--- src/rtl/astro_pkg.sv ---
// Shared encodings, screen limits and helpers for the astro game engine.
// Imported by the top and the per-target sub-module.
package astro_pkg;

  typedef enum logic [1:0] {
    ST_IDLE = 2'b00,
    ST_PLAY = 2'b01,
    ST_WON  = 2'b10,
    ST_LOST = 2'b11
  } game_state_t;

  localparam logic [9:0] SHIP_MIN  = 10'd30;
  localparam logic [9:0] SHIP_MAX  = 10'd610;
  localparam logic [9:0] TGT_MIN   = 10'd200;
  localparam logic [9:0] TGT_MAX   = 10'd400;
  localparam logic [9:0] SHOT_Y0   = 10'd450;
  localparam logic [9:0] SHIP_STEP = 10'd2;
  localparam logic [9:0] SHIP_X0   = 10'd400;

  localparam int TGT_X0 = 200;
  localparam int TGT_DX = 40;
  localparam int TGT_Y0 = 80;
  localparam int TGT_DY = 40;

  // |a-b| <= half, done in 11 bits without any subtraction
  function automatic logic near(
    input logic [9:0]  a,
    input logic [9:0]  b,
    input logic [10:0] half
  );
    logic [10:0] ea;
    logic [10:0] eb;
    ea = {1'b0, a};
    eb = {1'b0, b};
    return (ea + half >= eb) && (ea <= eb + half);
  endfunction

endpackage

--- src/rtl/astro_target.sv ---
// One bouncing target: position, direction, alive flag and hit test.
// The hit test looks only at pre-tick registered positions.
module astro_target
  import astro_pkg::*;
#(
  parameter int IDX      = 0,
  parameter int TGT_STEP = 2,
  parameter int HIT_HALF = 10
) (
  input  logic       clk,
  input  logic       reset,
  input  logic       load,
  input  logic       run,
  input  logic       kill,
  input  logic       shot_check,
  input  logic [9:0] shot_x,
  input  logic [9:0] shot_y,
  output logic [9:0] x,
  output logic       alive,
  output logic       hit
);

  localparam logic [9:0]  X_INIT = 10'(TGT_X0 + TGT_DX * IDX);
  localparam logic [9:0]  Y_POS  = 10'(TGT_Y0 + TGT_DY * IDX);
  localparam logic [10:0] STEP11 = 11'(TGT_STEP);
  localparam logic [10:0] HALF11 = 11'(HIT_HALF);
  localparam logic        DIR0   = (IDX % 2) == 0;

  logic dir_right;
  logic [10:0] x11;

  assign x11 = {1'b0, x};

  // Hit box test against the in-flight shot
  always_comb begin
    hit = alive & shot_check
        & near(shot_x, x, HALF11)
        & near(shot_y, Y_POS, HALF11);
  end

  // Bounce inside [TGT_MIN,TGT_MAX]; a killed target freezes on its kill tick
  always_ff @(posedge clk) begin
    if (reset || load) begin
      x         <= X_INIT;
      alive     <= 1'b1;
      dir_right <= DIR0;
    end else if (run) begin
      if (kill) begin
        alive <= 1'b0;
      end else if (alive) begin
        if (dir_right) begin
          if (x11 + STEP11 > {1'b0, TGT_MAX}) begin
            dir_right <= 1'b0;
            x <= x - 10'(TGT_STEP);
          end else begin
            x <= x + 10'(TGT_STEP);
          end
        end else begin
          if (x11 < {1'b0, TGT_MIN} + STEP11) begin
            dir_right <= 1'b1;
            x <= x + 10'(TGT_STEP);
          end else begin
            x <= x - 10'(TGT_STEP);
          end
        end
      end
    end
  end

endmodule

--- src/rtl/astro_game_engine.sv ---
// Tick-driven shooter: ship, single shot, NUM_TARGETS targets, game FSM.
// Everything advances only on tick; reset is synchronous and immediate.
module astro_game_engine
  import astro_pkg::*;
#(
  parameter int NUM_TARGETS    = 3,
  parameter int SHOTS_PER_GAME = 8,
  parameter int TGT_STEP       = 2,
  parameter int SHOT_STEP      = 10,
  parameter int HIT_HALF       = 10
) (
  input  logic                      clk,
  input  logic                      reset,
  input  logic                      tick,
  input  logic                      btn_left,
  input  logic                      btn_right,
  input  logic                      btn_fire,
  input  logic                      start,
  output logic [9:0]                ship_x,
  output logic                      shot_active,
  output logic [9:0]                shot_x,
  output logic [9:0]                shot_y,
  output logic [10*NUM_TARGETS-1:0] target_x,
  output logic [NUM_TARGETS-1:0]    target_alive,
  output logic [3:0]                score,
  output logic [3:0]                shots_left,
  output logic [1:0]                state
);

  game_state_t state_q;
  game_state_t state_d;

  logic                   load;
  logic                   run;
  logic                   shot_check;
  logic                   fire;
  logic                   any_hit;
  logic                   found;
  logic [NUM_TARGETS-1:0] hits;
  logic [NUM_TARGETS-1:0] kill;

  assign state      = state_q;
  assign load       = tick & (state_q == ST_IDLE) & start;
  assign run        = tick & (state_q == ST_PLAY);
  assign shot_check = shot_active & (state_q == ST_PLAY);
  assign fire       = btn_fire & ~btn_left & ~btn_right;
  assign any_hit    = |hits;

  genvar gi;
  generate
    for (gi = 0; gi < NUM_TARGETS; gi++) begin : g_tgt
      astro_target #(
        .IDX      (gi),
        .TGT_STEP (TGT_STEP),
        .HIT_HALF (HIT_HALF)
      ) u_tgt (
        .clk        (clk),
        .reset      (reset),
        .load       (load),
        .run        (run),
        .kill       (kill[gi]),
        .shot_check (shot_check),
        .shot_x     (shot_x),
        .shot_y     (shot_y),
        .x          (target_x[10*gi +: 10]),
        .alive      (target_alive[gi]),
        .hit        (hits[gi])
      );
    end
  endgenerate

  // Lowest-index hit wins; only one kill per tick
  always_comb begin
    kill  = '0;
    found = 1'b0;
    for (int i = 0; i < NUM_TARGETS; i++) begin
      if (hits[i] && !found) begin
        kill[i] = 1'b1;
        found   = 1'b1;
      end
    end
  end

  // Game state register
  always_ff @(posedge clk) begin
    if (reset) state_q <= ST_IDLE;
    else       state_q <= state_d;
  end

  // Next-state: WON takes priority over LOST
  always_comb begin
    state_d = state_q;
    if (tick) begin
      unique case (state_q)
        ST_IDLE: if (start) state_d = ST_PLAY;
        ST_PLAY: begin
          if (target_alive == '0)
            state_d = ST_WON;
          else if (shots_left == 4'd0 && !shot_active)
            state_d = ST_LOST;
        end
        ST_WON,
        ST_LOST: if (!start) state_d = ST_IDLE;
        default: state_d = ST_IDLE;
      endcase
    end
  end

  // Ship, shot, score and ammo datapath
  always_ff @(posedge clk) begin
    if (reset) begin
      ship_x      <= SHIP_X0;
      shot_active <= 1'b0;
      shot_x      <= '0;
      shot_y      <= '0;
      score       <= '0;
      shots_left  <= 4'(SHOTS_PER_GAME);
    end else if (load) begin
      ship_x      <= SHIP_X0;
      shot_active <= 1'b0;
      score       <= '0;
      shots_left  <= 4'(SHOTS_PER_GAME);
    end else if (run) begin
      if (btn_right && !btn_left && ship_x < SHIP_MAX)
        ship_x <= ship_x + SHIP_STEP;
      else if (btn_left && !btn_right && ship_x > SHIP_MIN)
        ship_x <= ship_x - SHIP_STEP;
      if (shot_active) begin
        if (any_hit) begin
          shot_active <= 1'b0;
          if (score != 4'hF) score <= score + 4'd1;
        end else if (shot_y < 10'(SHOT_STEP)) begin
          shot_active <= 1'b0;
        end else begin
          shot_y <= shot_y - 10'(SHOT_STEP);
        end
      end else if (fire && shots_left != 4'd0) begin
        shot_active <= 1'b1;
        shot_x      <= ship_x;
        shot_y      <= SHOT_Y0;
        shots_left  <= shots_left - 4'd1;
      end
    end
  end

endmodule

--- config.mk ---
export PLATFORM = sky130hd
export DESIGN_NAME = astro_game_engine
export DESIGN_NICKNAME = d
export VERILOG_FILES = /design/src/rtl/astro_pkg.sv /design/src/rtl/astro_target.sv /design/src/rtl/astro_game_engine.sv
export SDC_FILE = /design/constraint.sdc
export NUM_CORES = 1
export LEC_CHECK = 0
export BUFFER_PORTS_ARGS = -buffer_cell sky130_fd_sc_hd__buf_2
export CAP_MARGIN = 40
export CORE_MARGIN = 2
export CORE_UTILIZATION = 36
export DETAILED_ROUTE_END_ITERATION = 12
export GPL_ROUTABILITY_DRIVEN = 0
export GPL_TIMING_DRIVEN = 0
export PLACE_DENSITY = 0.5
export SYNTH_ARGS = -nofsm -noshare
export SYNTH_HDL_FRONTEND = slang
export SYNTH_SLANG_ARGS = --single-unit
--- constraint.sdc ---
create_clock -name clk -period 4.2 [get_ports clk]
set_clock_uncertainty 0.05 [all_clocks]
set_input_delay 0.84 -clock clk [delete_from_list [all_inputs] [get_ports clk]]
set_output_delay 0.84 -clock clk [all_outputs]
set_load 0.05 [all_outputs]
==> impl_metrics.toml, run 1 <==
[critical_path]
crit_path_start_kind = "flop"
critPathRequiredTime_ns = 4.39
critical_path.max_fanout = 10
cp-end-kind = "flop"
crit_arrival_ns = 4.12
ff2ff_path_depth = 15
path_class = "flop to flop"

[global_route]
antenna_found_initial = 0
grt_max_degree = 14
track_usage_pct = 20.93
grt-ovfl-total = 0
grt_pass1_wl_um = 33060
grt_pass1_vias = 6100

[synth]
ys_warn_count = 0
synth_edf_count = 0
yosys_register_bits = 71
synthFlopType = "dfxtp_1"
synthCells = 867
synth_top_cell_by_area = "dfxtp_1"
yosys.area.top_type_share_pct = 21.21
synthTopCellsByArea = "dfxtp_1 21%, ha_1 14%, a21oi_1 5.2%"
synth_area_um2 = 6700
yosysUniqueCellTypes = 83
syn_avg_cell_area_um2 = 7.728
async_reset_ff_share_pct = 0
yosysSeqAreaShare_pct = 21.21

[cts]
htree_levels = 3
clockBufferDepth = 2
cts_sinks = 71
clk_latency_ns = 0.35
cts_tree = "yes"
cts_root_buffer = "clkbuf_16"
cts_buffers = 9
clk_pin_slew_ns = 0.06
post_cts_buffers = 0

[routing]
wl_um = 20800
vias_per_cell = 5.656
routedWlPerCell_um = 17.45
vias = 6742
drc = 0
drt.antenna.violating_nets = 0
dr.pass1.iters = 5
initialDrtViolationCount = 493

[power]
vdd_drop_max_mv = 0.1853
powerDensity_nw_per_um2 = 226.6
power.internal_w = 0.001230
swShare_pct = 29.68
power_leakage_nw = 3.245
p_sw_w = 0.0005193
combPwrFrac_pct = 14.4
clockPowerShare_pct = 45.5
power_frac_seq_pct = 40.1

[min_path]
holdPathStages = 2
hold_path_class = "flop to flop"

[layout]
layout_commonest_cell = "nand2_1"
area_growth_pct = 15.24
finalNetCount = 1042
regArea_um2 = 1428
nFillCells = 1845
final_cell_mix = "91 x nand2_1, 85 x buf_2, 76 x ha_1"
antenna_cells = 0
fin_cells = 1192
multi_input_area_um2 = 4841
drive_above_1_share_pct = 16.30
final_area_um2 = 7721

[timing]
final-hold-violation-count = 0
final-setup-viol-count = 0
tightest_slew_ns = 0.8078
max_slew_margin_pct = 46.15
finalMaxSlewViolations = 0
fin_setup_tns_ns = 0
hold_ws_ns = 0.4496
fmax_mhz = 254.4
layout_min_cycle_time_ns = 3.930
grt_setup_unrepaired = "false"
fin_crit_sh_pct = 93.58

[placement]
dpl.hpwl_um = 15800
placedInstanceArea_um2 = 7393
dp_cells = 1176
numPortBuffers = 73

[floorplanning]
coreArea_um2 = 18090
num_io_pins = 81
die_w_um = 140.4
dieArea_um2 = 19720
initial_core_util_pct = 37.05
rows = 49
die_h_um = 140.4

[job]
maxCapViolations = 0

[run_status]
outcome = "completed"
-- worst max-delay path: stages (launching register included) --
cell and delay, ns:
dfxtp_1 0.44, ha_1 0.17, buf_2 0.22, o21ai_0 0.18
nor2_1 0.16, nand2_1 0.08, xnor2_1 0.13, ha_1 0.31
a21oi_1 0.16, nand2_1 0.07, a211o_1 0.28, o21ai_0 0.40
nand4_1 0.33, nand3_1 0.29, or3b_1 0.40, mux2i_1 0.13
-- Yosys cell counts, drive strengths merged, types with 4 or more instances --
cell    number
nand2       91
ha          76
dfxtp       71
a21oi       70
o21ai       50
nor2        48
inv         47
nand3       39
xnor2       37
buf         31
nor3        28
clkbuf      24
or3         22
nand4       20
mux2i       17
and3        15
a211oi      13
a31oi       11
and4        11
nor4        11
o31ai       10
a21o         9
o211ai       9
xor2         9
nor2b        8
nand2b       7
o21a         7
nand3b       6
and2         5
o32ai        5
a21boi       4
nand4b       4
nor3b        4
nor4b        4
o41ai        4
-- final timing paths --
check / start / to / slack (ns)
worst max register to register: g_tgt[0].u_tgt.x[1] / score[3] / 0.27
worst min register to register: score[1] / score[1] / 0.45
worst max-delay path: g_tgt[0].u_tgt.x[1] / score[3] / 0.27
worst min-delay path: score[1] / score[1] / 0.45
-- final cells by class --
class	count	area share, %
plain buffers	55	3.938
multi-input cells	699	62.70
repair buffers	75	5.023
inverters	47	2.285
clock inverters	6	0.8913
flip-flops and latches	71	18.49
well taps	229	3.711
clock buffers	10	2.965
-- layer usage --
| metal | global-route usage [%] | vias up | share of wire (%) |
|---|---|---|---|
| met3 | 2.940 | 26 | 4.3 |
| li1 | - | 3362 | - |
| met1 | 29.23 | 3176 | 49 |
| met4 | 5.954 | 0 | 1.6 |
| met5 | 0 | - | 0 |
| met2 | 33.67 | 178 | 45 |
-- power by group through the flow --
stage          sequential, W  combinational, W  clock (W)
6_report            0.000701          0.000252   0.000796
3_3_place_gp        0.000717          0.000248          0
4_1_cts             0.000701          0.000252   0.000817
5_1_grt             0.000703          0.000276   0.000837
3_5_place_dp        0.000716          0.000251          0
2_1_floorplan       0.000743          0.000154          0
-- registers in the layout, summed over array words and instances, names as in the netlist --
name and cells:
g_tgt.u_tgt.x 27, ship_x 9, shot_x 9, shot_y 9
score 4, shots_left 4, g_tgt.u_tgt.alive 3, g_tgt.u_tgt.dir_right 3
state 2, shot_active 1
-- per-stage QoR --
stage / setup WS [ns] / total power (W) / utilization, %
final: 0.2697 / 0.001750 / 42.69
after global routing: 0.02820 / 0.001816 / 42.69
after CTS: 0.01657 / 0.001770 / 42.57
after detailed placement: 0.007480 / 0.0009668 / 40.88
after global placement: -0.06709 / 0.0009643 / 40.75
after floorplan: 0.4007 / 0.0008970 / -
-- cell families after synthesis --
kind of cell / Yosys count / synth area share [%]
AND/OR/NAND/NOR: 330 / 26.14
AO/OA/AOI/OAI: 220 / 21.91
buffers and inverters: 102 / 7.133
adder cells (fa/ha/maj): 77 / 14.49
flip-flops: 71 / 21.21
XOR/XNOR: 46 / 6.013
multiplexers: 20 / 3.044
other: 1 / 0.05597
-- what timing repair did --
| action | 4_1_cts | 5_1_grt |
|---|---|---|
| setup endpoints to repair | 2 | 41 |
| resized for setup | 2 | 12 |
| hold endpoints to repair | 0 | 0 |
| hold buffers | 0 | 0 |
| pin swaps | 0 | 0 |
No activity file was read; power rests on OpenSTA's default activity.
==> run 2: changes to the inputs <==
ABC_AREA = 1   (was unset)
==> impl_metrics.toml, run 2 <==
[synth]
synthFlopType = "dfxtp_1"
synth_area_um2 = 7057
ys_warn_count = 0
yosys.area.top_type_share_pct = 20.14
synth_top_cell_by_area = "dfxtp_1"
synth_edf_count = 0
async_reset_ff_share_pct = 0
ys_top_cells_by_count = "236 x nand2_1, 133 x inv_1, 104 x nor2_1, 80 x nand3_1, 76 x ha_1"
synth_most_common_cell = "nand2_1"
yosysSeqAreaShare_pct = 20.14
yosysUniqueCellTypes = 51
syn_avg_cell_area_um2 = 6.486
synthTopCellsByArea = "dfxtp_1 20%, ha_1 13%, nand2_1 13%"
synthCells = 1088
yosys_register_bits = 71

[global_route]
track_usage_pct = 21.34
grt_pass1_wl_um = 34410
grt_pass1_vias = 6501
antenna_found_initial = 0
grt_max_degree = 15
grt-ovfl-total = 0

[timing]
fin_crit_sh_pct = 81.60
fmax_mhz = 291.8
hold_ws_ns = 0.4503
final-setup-viol-count = 0
fin_setup_tns_ns = 0
max_slew_margin_pct = 44.93
grt_setup_unrepaired = "false"
layout_min_cycle_time_ns = 3.427
final-hold-violation-count = 0
setup_ws_ns = 0.7729
finalMaxSlewViolations = 0
tightest_slew_ns = 0.8260

[critical_path]
critPathRequiredTime_ns = 4.40
crit_path_start_kind = "flop"
slowest_delay_ns = 0.61
cp-end-kind = "flop"
path_cells = "inv_1 > o21ai_0 > nand3_1 > nor2_1 > xor2_1 > inv_1 > ha_1 > nand2_1 > nor4_1 > nand4_1 > nand2_1 > nand3_2 > nand3_2 > nand2_1 > o21ai_1 > nor2_1"
path_class = "flop to flop"
cp_num_buf_inv = 2
critPathTopFamily = "simple AND/OR/NAND/NOR gates"
crit_arrival_ns = 3.62
cp_common_cell = "nand2_1"
critical_path.max_fanout = 10
cpMaxStageDelayCell = "dfxtp_1"

[layout]
layout_commonest_cell = "nand2_1"
utilization_pct = 41.89
antenna_cells = 0
largest_reg_flops = 27
finalNetCount = 1264
area_growth_pct = 14.77
drive_above_1_share_pct = 14.60
regMostFlops = "g_tgt.u_tgt.x"
final_cell_mix = "236 x nand2_1, 133 x inv_1, 104 x nor2_1"

[routing]
drt.antenna.violating_nets = 0
initialDrtViolationCount = 347
dr.pass1.iters = 7
wl_um = 21340
vias = 7084
routedWlPerCell_um = 14.72
drc = 0
vias_per_cell = 4.886

[placement]
dpl.hpwl_um = 16470
numPortBuffers = 74
dp_slack_ns = 0.7396

[power]
vdd_drop_max_mv = 0.1896
powerDensity_nw_per_um2 = 257.5
p_total_w = 0.002085
power_leakage_nw = 4.083

[cts]
cts_tree = "yes"
clockBufferDepth = 2
clk_latency_ns = 0.35
cts_root_buffer = "clkbuf_16"
holdBufCountCts = 0
cts_sinks = 71
clk_pin_slew_ns = 0.07
cts_buffers = 9
post_cts_buffers = 0
cts_resized = 0
htree_levels = 3

[floorplanning]
num_io_pins = 81
dieArea_um2 = 20740
rows = 51
die_w_um = 144.0
die_h_um = 144.0
initial_core_util_pct = 36.50
coreArea_um2 = 19330

[job]
maxCapViolations = 0

[run_status]
outcome = "completed"

[min_path]
hold_path_class = "flop to flop"
run 2: cell count changes after synthesis, sizes merged, moves of 17 or more:
cell   delta
inv     +103
nand2   +157
xor2     +43
xnor2    -30
nor2     +64
nand3    +53
or3      -22
mux2i    -17
o21ai    +25
run 2: final timing paths:
path,from,endpoint,slack (ns),cells after the start
setup / recovery,g_tgt[2].u_tgt.x[1],score[1],0.77,16
setup reg to reg,g_tgt[2].u_tgt.x[1],score[1],0.77,16
hold / removal,g_tgt[2].u_tgt.dir_right,g_tgt[2].u_tgt.dir_right,0.45,2
hold reg to reg,g_tgt[2].u_tgt.dir_right,g_tgt[2].u_tgt.dir_right,0.45,2
run 2: per-layer routing:
metal  global-route usage (%)  vias up  part of all wire (%)
met2                    34.24      143                    45
met4                    4.747        0                   1.1
met1                    30.68     3185                    50
li1                         -     3740                     -
met3                    2.483       16                   3.9
met5                        0        -                     0
run 2: metrics by stage:
stage          area, µm²  cells
2_1_floorplan       7076   1093
3_3_place_gp        7777   1432
3_5_place_dp        7796   1434
4_1_cts             8099   1450
5_1_grt             8099   1450
6_report            8099   1450
run 2: kinds of logic after synthesis:
kind of cell | Yosys count | share of synthesized area [%]
adder cells (fa/ha/maj) | 77 | 13.76
other | 1 | 0.05314
buffers and inverters | 189 | 11.31
XOR/XNOR | 59 | 7.323
AND/OR/NAND/NOR | 515 | 33.65
AO/OA/AOI/OAI | 176 | 13.76
flip-flops | 71 | 20.14
run 2: report_power, final:
group	internal, W	switching, W	total (W)
Sequential	0.000696	0.0000394	0.000736
Clock	0.000467	0.000355	0.000822
Combinational	0.000161	0.000367	0.000527
Total	0.00132	0.000761	0.00209
run 2: layout make-up:
class,count,area (µm²)
Fill cell,2130,11240
Multi-Input combinational cell,833,4856
Sequential cell,71,1421
Inverter,153,574.3
Timing Repair Buffer,76,389.1
Tap cell,265,331.6
Clock buffer,9,225.2
Buffer,36,224.0
Clock inverter,7,77.57
run 2: worst min-delay path: stages (launching register included):
cell	delay, ns
dfxtp_1	0.33
nand2_1	0.06
nand3_1	0.06
